[config.mk]
export PLATFORM = sky130hd
export DESIGN_NAME = instr_fetch_unit
export DESIGN_NICKNAME = d
export VERILOG_FILES = /design/src/rtl/instr_fetch_unit.sv
export SDC_FILE = /design/constraint.sdc
export NUM_CORES = 1
export LEC_CHECK = 0
export BUFFER_PORTS_ARGS = -buffer_cell sky130_fd_sc_hd__buf_2
export CAP_MARGIN = 20
export CORE_MARGIN = 8
export CORE_UTILIZATION = 52
export CTS_BUF_LIST = sky130_fd_sc_hd__clkbuf_8 sky130_fd_sc_hd__clkbuf_16
export CTS_CLUSTER_DIAMETER = 60
export DETAILED_ROUTE_END_ITERATION = 16
export PLACE_DENSITY = 0.83
export SLEW_MARGIN = 20
export SYNTH_ARGS = -nofsm -noshare
export SYNTH_HDL_FRONTEND = slang
export SYNTH_SLANG_ARGS = --single-unit
[constraint.sdc]
create_clock -name clk -period 3.1 [get_ports clk]
set_input_delay 0.62 -clock clk [delete_from_list [all_inputs] [get_ports clk]]
set_output_delay 0.62 -clock clk [all_outputs]
set_load 0.05 [all_outputs]
[src/rtl/instr_fetch_unit.sv]
// instr_fetch_unit: PC owner and one-entry IR front end feeding decode with valid/ready, jumps and HALT.
module instr_fetch_unit #(
    parameter int ADDR_W = 8,
    parameter int DATA_W = 8,
    parameter logic [ADDR_W-1:0] RESET_VECTOR = 8'h00,
    parameter logic [DATA_W-1:0] HALT_OPCODE = 8'hFF
) (
    input  logic              clk,
    input  logic              rst_n,
    input  logic              start,
    output logic [ADDR_W-1:0] rom_addr,
    input  logic [DATA_W-1:0] rom_data,
    input  logic              jump_en,
    input  logic [ADDR_W-1:0] jump_addr,
    output logic [DATA_W-1:0] ir,
    output logic [ADDR_W-1:0] ir_pc,
    output logic              ir_valid,
    input  logic              ir_ready,
    output logic              halted
);
    typedef enum logic [1:0] {IDLE, RUN, HALTED} state_t;
    state_t state, state_nxt;
    logic [ADDR_W-1:0] pc;
    logic load;
    assign rom_addr = pc;
    assign halted = state == HALTED;
    assign load = state == RUN && !jump_en && (!ir_valid || ir_ready);
    always_comb begin
        state_nxt = state;
        case (state)
            IDLE:    state_nxt = start ? RUN : IDLE;
            RUN:     state_nxt = load && rom_data == HALT_OPCODE ? HALTED : RUN;
            HALTED:  state_nxt = jump_en ? RUN : HALTED;
            default: state_nxt = IDLE;
        endcase
    end
    always_ff @(posedge clk or negedge rst_n) begin
        if (!rst_n) begin
            state    <= IDLE;
            pc       <= RESET_VECTOR;
            ir       <= '0;
            ir_pc    <= '0;
            ir_valid <= 1'b0;
        end else begin
            state <= state_nxt;
            if (jump_en) begin
                pc       <= jump_addr;
                ir_valid <= 1'b0;
            end else if (load) begin
                ir       <= rom_data;
                ir_pc    <= pc;
                ir_valid <= 1'b1;
                pc       <= pc + 1'b1;
            end else if (ir_valid && ir_ready) begin
                ir_valid <= 1'b0;
            end
        end
    end
endmodule

==> impl_metrics.py <==
metrics = {
    "outcome": {
        "outcome": "completed",
    },
    "layout": {
        "final_common_cell": "buf_2",
        "final_cell_mix": "buf_2, dfrtp_1, mux2_4, nand2_1",
        "nFillCells": 188,
        "finalNonFillerCells": 178,
        "fin_util": 0.650,
        "nets": 171,
        "drive_gt1_frac": 0.486,
        "antenna_cells": 0,
        "fin_area_mm2": 0.00157,
        "multiInputGateArea_um2": 558,
        "syn2layout_area_growth_pct": 22.3,
        "seq_area_um2": 676,
    },
    "synth": {
        "netlist_area_mm2": 0.00128,
        "yosys_register_bits": 27,
        "ys_top_cells_by_area": "dfrtp_1, mux2_4, mux2_2",
        "synth_adder_area_share": 0.00978,
        "synth_top_area_share": 0.528,
        "synth_cells": 101,
        "synth_top_family_by_area": "multiplexers",
        "synth_ff_type": "dfrtp_1",
        "synth-xor-area-share": 0.0411,
        "synth-compound-area-share": 0.0567,
        "syn_nets": 123,
        "synthSimpleGateAreaFrac": 0.146,
        "synth-edff-count": 0,
        "yosysUniqueCellTypes": 30,
        "synth_top_area_cell": "dfrtp_1",
        "postSynthAreaPerCell_um2": 12.7,
        "synth.area.mux_share": 0.183,
        "ys_seq_area_frac": 0.528,
        "async_reset_ff_frac": 1.00,
        "synth_warnings": 0,
    },
    "clocking": {
        "clock_path_buffers": 2,
        "post-cts-setup-buffers": 0,
        "htree_levels": 1,
        "cts_tree": "built",
        "insertion_delay_ns": 0.28,
        "cts.clk_slew.worst_paths_ns": 0.09,
        "cts.sinks": 27,
        "cts_resized": 0,
        "holdBufCountCts": 0,
        "numCtsBuffers": 3,
        "cts_root_buffer": "clkbuf_8",
    },
    "routing": {
        "antenna_left": 0,
        "vias": 949,
        "wl_met2_um": 1510,
        "dr.pass1.iters": 4,
        "drtIter0Drc": 8,
        "wl_met1_um": 1100,
        "wl_met3_um": 129,
        "wire_per_inst_um": 15.7,
        "drc_errors": 0,
        "drt-total-wl_um": 2800,
        "highest_layer": "met4",
        "vias_per_cell": 5.33,
    },
    "grt": {
        "antenna_found_initial": 0,
        "grt_pass1_wl_um": 4530,
        "grt_pass1_vias": 995,
        "grt_use_total": 0.135,
        "overflow": 0,
        "grt_start_max_net_pins": 28,
    },
    "timing": {
        "fin_crit_sh": 0.606,
        "hold_viol": 0,
        "drv_slew": 0,
        "skew_ns": 0.00244,
        "tns_ns": 0,
        "period_minus_slack_ns": 1.88,
        "worst_pin_slew_ns": 0.656,
        "setup_viol": 0,
        "rsz0062_at_grt": "false",
        "max_freq_mhz": 532,
        "setup_slack_ns": 1.22,
        "relSlewSlack": 0.561,
    },
    "floorplan": {
        "ios": 47,
        "die_h_um": 65.6,
        "row_count": 18,
        "die_area_mm2": 0.00431,
        "core_mm2": 0.00241,
        "die_w_um": 65.6,
        "initial_core_util": 0.531,
    },
    "placement": {
        "place_ws_ns": 0.927,
        "gp_congestion": 0.803,
        "hpwl_um": 2190,
        "dp.cells": 174,
        "place_area_mm2": 0.00152,
        "io_buffers": 46,
    },
    "worst_setup_path": {
        "crit_required_ns": 3.27,
        "arrival_ns": 2.05,
        "startpoint_type": "input port",
        "cp_max_fo": 13,
        "end_kind": "flop",
        "crit_type": "in2reg",
    },
    "run": {
        "maxCapViolCount": 0,
    },
    "power_and_ir_drop": {
        "p_leak_nw": 0.760,
        "cellPowerDensity_mw_per_mm2": 678,
        "ir_worst_vdd_mv": 0.426,
    },
    "hold_path": {
        "hold_path_class": "in2async",
    },
}
[worst paths after layout]
path,start,to,slack [ns],depth (start not counted)
max reg2reg,ir_valid,ir_pc[4],1.24,4
min reg2reg,ir[0],ir[0],0.51,1
max in group asynchronous,rst_n,ir[3],2.39,1
min in group clk,ir[0],ir[0],0.51,1
max,ir_ready,ir_pc[4],1.22,5
min,rst_n,rom_addr[0],0.32,1
[layout make-up]
type	instances	area share
sequential	27	0.432
multi-input combinational	68	0.357
timing repair buffer	47	0.152
clock buffer	3	0.0264
tap	30	0.0240
clock inverter	1	0.00480
inverter	2	0.00480
[metrics by stage]
stage | hold slack, ns | power [W]
floorplan | 0.324 | 0.000767
finish | 0.322 | 0.00106
CTS | 0.351 | 0.00107
global placement | 0.487 | 0.000858
global route | 0.377 | 0.00111
detailed placement | 0.493 | 0.000866
[Yosys cell counts, types with 2 or more instances]
cell and count:
xnor2_1 4, mux2_4 9, mux2i_1 2, nand3_1 3
nand2_1 8, xor2_1 2, and2b_1 2, nand4_1 4
mux2_2 7, nor2_1 4, inv_1 2, o21ai_0 7
dfrtp_1 27, clkbuf_1 2, a21oi_1 2, nor3_1 2
[registers in the layout (all words and copies together) (netlist names)]
name      cells
ir_valid      1
rom_addr      8
ir            8
ir_pc         8
state         2
[worst max-delay path, cell delays in order]
cell and delay [ns]:
buf_2 0.08, and2b_4 0.21, nor3_4 0.56, buf_4 0.28, mux2_4 0.30
[report_power, final]
| group | internal [W] | leakage [nW] | switching (W) |
|---|---|---|---|
| logic | 0.000126 | 0.419 | 0.000277 |
| registers | 0.000406 | 0.320 | 0.0000439 |
| clock network | 0.0000915 | 0.0217 | 0.000116 |
[kinds of logic after synthesis]
group,after synthesis
XOR/XNOR,6
AO/OA/AOI/OAI,13
adder cells (fa/ha/maj),1
buffers and inverters,6
AND/OR/NAND/NOR,30
multiplexers,18
flip-flops,27
[per-layer routing]
layer | vias to the layer above | track usage
met5 | - | 0
met4 | 0 | 0.0708
met3 | 7 | 0.0408
met2 | 20 | 0.240
met1 | 472 | 0.140
li1 | 450 | -
(Power assumes the default switching activity.)
